File: config.mk
export PLATFORM = sky130hd
export DESIGN_NAME = bit_population_generator
export DESIGN_NICKNAME = d
export VERILOG_FILES = /design/src/rtl/bit_population_generator.sv
export SDC_FILE = /design/constraint.sdc
export NUM_CORES = 1
export LEC_CHECK = 0
export CAP_MARGIN = 15
export CORE_MARGIN = 2
export CORE_UTILIZATION = 40
export DETAILED_ROUTE_END_ITERATION = 7
export GPL_TIMING_DRIVEN = 1
export PLACE_DENSITY = 0.59
export SYNTH_ARGS = -nofsm -noshare
export SYNTH_HDL_FRONTEND = slang
export SYNTH_SLANG_ARGS = --single-unit
File: constraint.sdc
create_clock -name clk_i -period 6.6 [get_ports clk_i]
set_input_delay 1.65 -clock clk_i [delete_from_list [all_inputs] [get_ports clk_i]]
set_output_delay 1.65 -clock clk_i [all_outputs]
set_load 0.02 [all_outputs]
File: src/rtl/bit_population_generator.sv
// Inverse popcount: places N ones on the lowest set bits of a mask, scanning
// PIPE_SIZE bits per cycle from LSB to MSB under a three-state handshake FSM.
module bit_population_generator #(
   parameter int WIDTH     = 16,
   parameter int PIPE_SIZE = 4
) (
   input  logic                   clk_i,
   input  logic                   rst_ni,
   input  logic [$clog2(WIDTH):0] data_i,
   input  logic [WIDTH-1:0]       mask_i,
   input  logic                   data_val_i,
   output logic                   ready_o,
   output logic [WIDTH-1:0]       data_o,
   output logic [$clog2(WIDTH):0] rem_o,
   output logic                   data_val_o,
   input  logic                   data_rdy_i
);
   localparam int CW = $clog2(WIDTH) + 1;
   localparam int SW = $clog2(PIPE_SIZE) + 1;
   localparam int C  = (WIDTH + PIPE_SIZE - 1) / PIPE_SIZE;
   localparam int IW = (C > 1) ? $clog2(C) : 1;
   localparam logic [IW-1:0] LAST = IW'(C - 1);

   typedef enum logic [1:0] {S_IDLE, S_BUSY, S_DONE} state_t;
   state_t r_state, w_state_nxt;

   logic [IW-1:0]        r_idx;
   logic [WIDTH-1:0]     r_mask, r_word, r_data_o;
   logic [CW-1:0]        r_rem, r_rem_o;
   logic [PIPE_SIZE-1:0] w_cmask, w_set;
   logic [SW-1:0]        w_sum;
   logic [WIDTH-1:0]     w_word_nxt;
   logic [CW-1:0]        w_rem_nxt;
   logic                 w_last;

   assign w_last    = (r_idx == LAST);
   assign w_rem_nxt = r_rem - CW'(w_sum);
   assign data_o    = r_data_o;
   assign rem_o     = r_rem_o;

   always_ff @(posedge clk_i or negedge rst_ni) begin
      if (!rst_ni) r_state <= S_IDLE;
      else         r_state <= w_state_nxt;
   end

   always_comb begin
      w_state_nxt = r_state;
      ready_o     = 1'b0;
      data_val_o  = 1'b0;
      case (r_state)
         S_IDLE: begin
            ready_o = 1'b1;
            if (data_val_i) w_state_nxt = S_BUSY;
         end
         S_BUSY: if (w_last) w_state_nxt = S_DONE;
         S_DONE: begin
            data_val_o = 1'b1;
            if (data_rdy_i) w_state_nxt = S_IDLE;
         end
         default: w_state_nxt = S_IDLE;
      endcase
   end

   // Gather the current chunk; lanes past WIDTH in a partial last chunk stay 0.
   always_comb begin
      w_cmask = '0;
      for (int p = 0; p < WIDTH; p++)
         if (r_idx == IW'(p / PIPE_SIZE)) w_cmask[p % PIPE_SIZE] = r_mask[p];
   end

   // A lane fires while the ones already placed in this chunk are below r_rem,
   // so the subtraction below can never underflow.
   always_comb begin
      w_set = '0;
      w_sum = '0;
      for (int j = 0; j < PIPE_SIZE; j++) begin
         w_set[j] = w_cmask[j] && (CW'(w_sum) < r_rem);
         w_sum    = w_sum + SW'(w_set[j]);
      end
   end

   always_comb begin
      w_word_nxt = r_word;
      for (int p = 0; p < WIDTH; p++)
         if ((r_idx == IW'(p / PIPE_SIZE)) && w_set[p % PIPE_SIZE]) w_word_nxt[p] = 1'b1;
   end

   // Result registers are separate so data_o/rem_o persist across the next scan.
   always_ff @(posedge clk_i or negedge rst_ni) begin
      if (!rst_ni) begin
         r_idx    <= '0;
         r_mask   <= '0;
         r_word   <= '0;
         r_rem    <= '0;
         r_data_o <= '0;
         r_rem_o  <= '0;
      end else begin
         case (r_state)
            S_IDLE: if (data_val_i) begin
               r_rem  <= data_i;
               r_mask <= mask_i;
               r_word <= '0;
               r_idx  <= '0;
            end
            S_BUSY: begin
               r_word <= w_word_nxt;
               r_rem  <= w_rem_nxt;
               if (w_last) begin
                  r_idx    <= '0;
                  r_data_o <= w_word_nxt;
                  r_rem_o  <= w_rem_nxt;
               end else begin
                  r_idx <= r_idx + IW'(1);
               end
            end
            default: ;
         endcase
      end
   end
endmodule
==> reports/results.tsv, run 1 <==
stage	metric	value	unit
clock_tree	worst-case clock buffer depth	2	
clock_tree	CTS tree	done	
finish	FILL cells	682	
placement	DP HPWL	4590	um
placement	gpl congestion	0.798	
floorplanning	die height	91.4	um
power_and_ir_drop	PD cells	644	mW/mm^2
floorplanning	DIE AREA	0.00836	mm^2
synthesis	Synth Cell Area	0.00306	mm^2
job	max-cap violations	0	
timing	post-route clock period utilization	90.5	%
detailed_routing	via-per-instance ratio	5.13	
synthesis	Net Count, Synth	350	
setup_path	CP endpoint kind	flop	
setup_path	crit path DAT	6.19	ns
synthesis	average size of a mapped cell	9.90	um^2
clock_tree	htree depth	3	
placement	Cells after DPL	441	
detailed_routing	WL final	6800	um
detailed_routing	Initial DRC Count	114	
grt	GRT Total Usage	17.9	%
synthesis	register bit total from synthesis	62	
synthesis	Synth area leader	dfrtp_1	
clock_tree	post-CTS resize count	0	
synthesis	Unique masters post-synth	43	
synthesis	yosys warns	0	
setup_path	Crit path largest cell delay	0.52	ns
detailed_routing	DRC viols	0	
floorplanning	io pins	48	
timing	Max Slew Vio Count	0	
finish	area of the multi-input gates	0.00133	mm^2
floorplanning	Placeable Area	0.00733	mm^2
power_and_ir_drop	Peak VDD IR	0.260	mV
clock_tree	clk slew on worst S/H paths	0.08	ns
setup_path	Slowest cell on crit path	fa_1	
detailed_routing	vias after detailed routing	2343	
run_status	outcome	finished, final reports clean	
timing	final setup vio count	0	
finish	area delta synth->final	23.8	%
synthesis	number of synthesized flops with an enable pin	0	
power_and_ir_drop	Leak	0.00175	uW
clock_tree	Setup Buffers After CTS	0	
timing	Worst Clk Skew	0.0101	ns
grt	first-pass GRT wire length	11800	um
timing	Final Hold Viols	0	
clock_tree	Clock Tree Root	clkbuf_8	
finish	share of layout cells above drive strength 1	7.82	%
grt	Congestion Overflow GR	0	
floorplanning	Initial Utilization	41.7	%
worst_hold_path	Min-Delay Path Class	reg -> reg	
finish	fin cells	457	
placement	# port buffers	47	
detailed_routing	number of routed nets with antenna violations	0	
grt	largest net degree at the start of global routing	63	
setup_path	crit path cell chain	inv_1, ha_1, a211oi_1, a211o_2, nor2_2, ha_1, nand2b_1, a21oi_1, o32a_1, fa_1, nand2b_1, a21o_1, a221o_1, nor2_2, ha_1, ha_1, fa_1, xor2_1, nor2_1, a221o_1	
setup_path	Worst setup SP type	flop	
setup_path	crit-path max FO	16	
floorplanning	Die Wd	91.4	um
setup_path	Setup CP Type	reg -> reg	
clock_tree	total CTS buffers	9	
grt	initial antenna violation count	0	
setup_path	critical path required time	6.82	ns
setup_path	Crit path buffers/inverters	1	
timing	Slew HR	47.1	%
finish	most frequent cells in the layout	69 x nand2_1, 62 x dfrtp_1, 46 x clkdlybuf4s50_1	
timing	max frequency	0.167	GHz
grt	vias in the first global route	2300	
setup_path	CP delay by family, top	adder cells	
synthesis	top cells by area, synth	dfrtp_1 51%, nand2_1 8.5%, ha_1 5.7%, a21oi_1 4.4%, o21ai_0 3.6%	
clock_tree	Worst-Skew Late Latency	0.33	ns
timing	RSZ-0062 raised after global routing	false	
clock_tree	hold_buf cts	0	
timing	setup_tns	0	ns
synthesis	sequential-to-total area share from yosys stat	50.7	%
finish	n_diodes	0	
timing	minimum clock period	5.97	ns
floorplanning	Rows	31	
setup_path	CP dominant cell by count	ha_1	
timing	measured slew at the worst slew-check pin	0.794	ns
finish	commonest non-fill, non-tap cell in the layout	nand2_1	
synthesis	ys async rst share	100	%
detailed_routing	Routed wire per std cell	14.9	um
clock_tree	clk sinks	62	
synthesis	cell count after synthesis	309	
detailed_routing	drt first pass iters	4	
synthesis	top cell type's share of synthesized area	50.7	%
synthesis	most common flop cell mapped by yosys	dfrtp_1	
finish	register area	0.00155	mm^2
finish	nets@finish	394	
-- sequential cells by signal, summed over array words and instances, names as in the netlist --
| register | cells |
|---|---|
| r_rem | 5 |
| r_mask | 16 |
| r_word | 16 |
| data_o | 16 |
| rem_o | 5 |
| r_idx | 2 |
| r_state | 2 |
-- cell usage after synthesis, types with 4 or more instances --
| cell | n |
|---|---|
| a32o_1 | 9 |
| nand2_1 | 69 |
| o21ai_0 | 22 |
| ha_1 | 14 |
| buf_2 | 5 |
| clkbuf_8 | 5 |
| a21oi_1 | 27 |
| nor2_1 | 21 |
| dfrtp_1 | 62 |
| nand3b_1 | 4 |
| a221o_1 | 4 |
| nand2b_1 | 5 |
| inv_1 | 10 |
-- layer usage --
metal	GRT usage (%)	vias to the layer above	share of wire [%]	routed length, um
met5	0	-	0	0
met4	6.44	0	1.3	87
met3	3.07	8	3.9	263
met2	26.7	55	44	3010
met1	26.1	1129	51	3450
li1	-	1151	-	-
-- final cells by class --
type | count | share of cell area [%]
Tap cell | 99 | 3.27
Sequential cell | 62 | 41.0
Inverter | 10 | 0.991
Clock inverter | 5 | 2.74
Clock buffer | 11 | 4.00
Timing Repair Buffer | 50 | 12.9
Multi-Input combinational cell | 220 | 35.1
-- cell families after synthesis --
logic type      Yosys count  share of synthesized area (%)
flops                    62                           50.7
mux                       3                          0.982
xor+xnor                  5                           1.43
fa+ha+maj                16                           7.04
simple gates            116                           16.7
compound gates           80                           17.3
buf+inv                  27                           5.77
-- through the flow --
step           setup WS (ns)  area (um^2)  power (uW)  hold WS [ns]  util, %
5_1_grt                0.226         3790        2660         0.499     51.6
3_3_place_gp           0.870         3530        2000         0.453     48.2
2_1_floorplan           1.50         3060        1650         0.437        -
4_1_cts                0.673         3790        2450         0.481     51.6
6_report               0.625         3790        2440         0.472     51.6
3_5_place_dp           0.711         3530        2020         0.464     48.2
-- report_power, final --
part / total, uW / leakage [uW] / internal [uW] / switching [uW]
clock: 424 / 0.000130 / 272 / 152
sequential: 673 / 0.000779 / 557 / 116
combinational: 1340 / 0.000839 / 582 / 759
-- final timing paths --
kind                                        startpoint                      to  slack [ns]  cells past startpoint
worst max-delay path              r_idx[1]$_DFFE_PN0P_    r_rem[2]$_DFFE_PN0P_        0.63                     20
worst min-delay path            data_o[14]$_DFFE_PN0P_  data_o[14]$_DFFE_PN0P_        0.47                      2
worst max register to register    r_idx[1]$_DFFE_PN0P_    r_rem[2]$_DFFE_PN0P_        0.63                     20
worst min register to register  data_o[14]$_DFFE_PN0P_  data_o[14]$_DFFE_PN0P_        0.47                      2
max in group asynchronous                       rst_ni   r_word[4]$_DFFE_PN0P_        4.60                      2
min in group asynchronous                       rst_ni   r_mask[6]$_DFFE_PN0P_        1.47                      2
-- worst min-delay path, cell delays in order (launching register included) --
cell	delay, ns
dfrtp_1	0.34
nand2_1	0.05
nand2_1	0.05
No activity file was read; power rests on OpenSTA's default activity.
==> inputs of run 2 (changes only) <==
==> constraint.sdc (replaced) <==
create_clock -name clk_i -period 6.6 [get_ports clk_i]
set_input_delay 0.66 -clock clk_i [delete_from_list [all_inputs] [get_ports clk_i]]
set_output_delay 0.66 -clock clk_i [all_outputs]
set_load 0.02 [all_outputs]
==> results of run 2 <==
The final DEF is identical to that of run 1. Status: finished, final reports clean.
==> inputs of run 3 (changes only) <==
==> constraint.sdc (replaced) <==
create_clock -name clk_i -period 7.3 [get_ports clk_i]
set_input_delay 0.73 -clock clk_i [delete_from_list [all_inputs] [get_ports clk_i]]
set_output_delay 0.73 -clock clk_i [all_outputs]
set_load 0.005 [all_outputs]
==> run 3 against run 2 <==
Against the previous run:
- first-iteration DRC count shrank 1.8%
- cell count shrank 0.22%
- die area is the same
- critical endpoint unchanged
- largest cell class unchanged
- critical path type unchanged
==> reports/results.tsv, run 3 (synthesis results as in run 1) <==
stage	metric	value	unit
setup_path	crit-path max FO	16	
detailed_routing	Routed wire per std cell	15.1	um
finish	design area	0.00372	mm^2
finish	FILL cells	704	
placement	gpl congestion	0.812	
finish	share of layout cells above drive strength 1	7.00	%
job	max-cap violations	0	
detailed_routing	drt first pass iters	4	
detailed_routing	via-per-instance ratio	5.09	
finish	area of the multi-input gates	0.00133	mm^2
clock_tree	Setup Buffers After CTS	0	
floorplanning	io pins	48	
clock_tree	htree depth	3	
finish	commonest non-fill, non-tap cell in the layout	nand2_1	
clock_tree	hold_buf cts	0	
finish	fin cells	456	
timing	setup_tns	0	ns
detailed_routing	DRC viols	0	
run_status	outcome	finished, final reports clean	
power_and_ir_drop	PD cells	555	mW/mm^2
grt	GRT Total Usage	18.1	%
grt	vias in the first global route	2370	
power_and_ir_drop	Leak	0.00171	uW
detailed_routing	Initial DRC Count	112	
timing	final setup vio count	0	
timing	post-route clock period utilization	82.3	%
setup_path	critical path required time	7.52	ns
timing	Slew HR	47.1	%
floorplanning	Initial Utilization	41.7	%
detailed_routing	WL final	6890	um
setup_path	Setup CP Type	reg -> reg	
setup_path	crit path DAT	6.23	ns
finish	n_diodes	0	
clock_tree	total CTS buffers	9	
placement	# port buffers	47	
finish	register area	0.00155	mm^2
setup_path	CP endpoint kind	flop	
detailed_routing	vias after detailed routing	2323	
clock_tree	clk slew on worst S/H paths	0.07	ns
timing	minimum clock period	6.01	ns
clock_tree	Clock Tree Root	clkbuf_8	
timing	Max Slew Vio Count	0	
floorplanning	Die Wd	91.4	um
clock_tree	CTS tree	done	
timing	RSZ-0062 raised after global routing	false	
grt	largest net degree at the start of global routing	63	
clock_tree	post-CTS resize count	0	
floorplanning	Rows	31	
placement	Cells after DPL	440	
clock_tree	clk sinks	62	
setup_path	Worst setup SP type	flop	
floorplanning	Placeable Area	0.00733	mm^2
finish	nets@finish	393	
grt	initial antenna violation count	0	
detailed_routing	number of routed nets with antenna violations	0	
placement	DP HPWL	4610	um
floorplanning	DIE AREA	0.00836	mm^2
grt	first-pass GRT wire length	11700	um
grt	Congestion Overflow GR	0	
placement	Placed Area	0.00352	mm^2
clock_tree	Worst-Skew Late Latency	0.35	ns
timing	Final Hold Viols	0	
floorplanning	die height	91.4	um
timing	hold_ws	0.475	ns
finish	most frequent cells in the layout	69 x nand2_1, 62 x dfrtp_1, 46 x clkdlybuf4s50_1	
timing	measured slew at the worst slew-check pin	0.793	ns
clock_tree	worst-case clock buffer depth	2	
power_and_ir_drop	Peak VDD IR	0.168	mV
timing	Worst Clk Skew	0.00883	ns
worst_hold_path	Min-Delay Path Class	reg -> reg	
finish	area delta synth->final	21.8	%
timing	max frequency	0.166	GHz
## run 3: path summary, 6_finish.rpt
kind                                        startpoint                     end  slack, ns  cells after the start
worst min register to register  data_o[12]$_DFFE_PN0P_  data_o[12]$_DFFE_PN0P_       0.48                      2
worst min-delay path            data_o[12]$_DFFE_PN0P_  data_o[12]$_DFFE_PN0P_       0.48                      2
worst max-delay path              r_idx[1]$_DFFE_PN0P_    r_rem[2]$_DFFE_PN0P_       1.29                     20
max in group asynchronous                       rst_ni  data_o[13]$_DFFE_PN0P_       6.23                      2
worst max register to register    r_idx[1]$_DFFE_PN0P_    r_rem[2]$_DFFE_PN0P_       1.29                     20
min in group asynchronous                       rst_ni  r_mask[14]$_DFFE_PN0P_       0.55                      2
## run 3: through the flow
stage / total power (uW) / utilization (%) / worst slack (ns)
after floorplan: 1430 / - / 2.20
after global placement: 1740 / 48.1 / 1.53
after detailed placement: 1770 / 48.1 / 1.32
after CTS: 2090 / 50.8 / 1.29
after global routing: 2260 / 50.8 / 0.906
final: 2070 / 50.8 / 1.29
## run 3: area by class of cell
class,instances,share of cell area [%]
inverters,10,1.01
well taps,99,3.33
multi-input cells,220,35.7
repair buffers,49,12.9
clock buffers,13,4.27
clock inverters,3,1.14
flip-flops and latches,62,41.7
## run 3: metal layers
layer  vias to the layer above  routed length, um  track usage (%)
li1                       1147                  -                -
met1                      1104               3340             24.7
met2                        59               3060             27.1
met3                        13                358             4.65
met4                         0                127             7.83
met5                         -                  0                0
## run 3: worst max-delay path, stage by stage (launching register included)
cell      delay, ns
dfrtp_1        0.40
inv_1          0.11
ha_1           0.47
a211oi_1       0.14
a211o_2        0.40
nor2_2         0.36
ha_1           0.32
nand2b_1       0.16
a21oi_1        0.15
o32a_1         0.46
fa_1           0.51
nand2b_1       0.15
a21o_1         0.19
a221o_1        0.37
nor2_2         0.19
ha_1           0.26
ha_1           0.21
fa_1           0.42
xor2_1         0.26
nor2_1         0.08
a221o_1        0.27
## run 3: power breakdown
| group | leakage (uW) | switching, uW | internal (uW) |
|---|---|---|---|
| registers | 0.000779 | 106 | 504 |
| logic | 0.000834 | 623 | 525 |
| clock network | 0.0000996 | 133 | 176 |
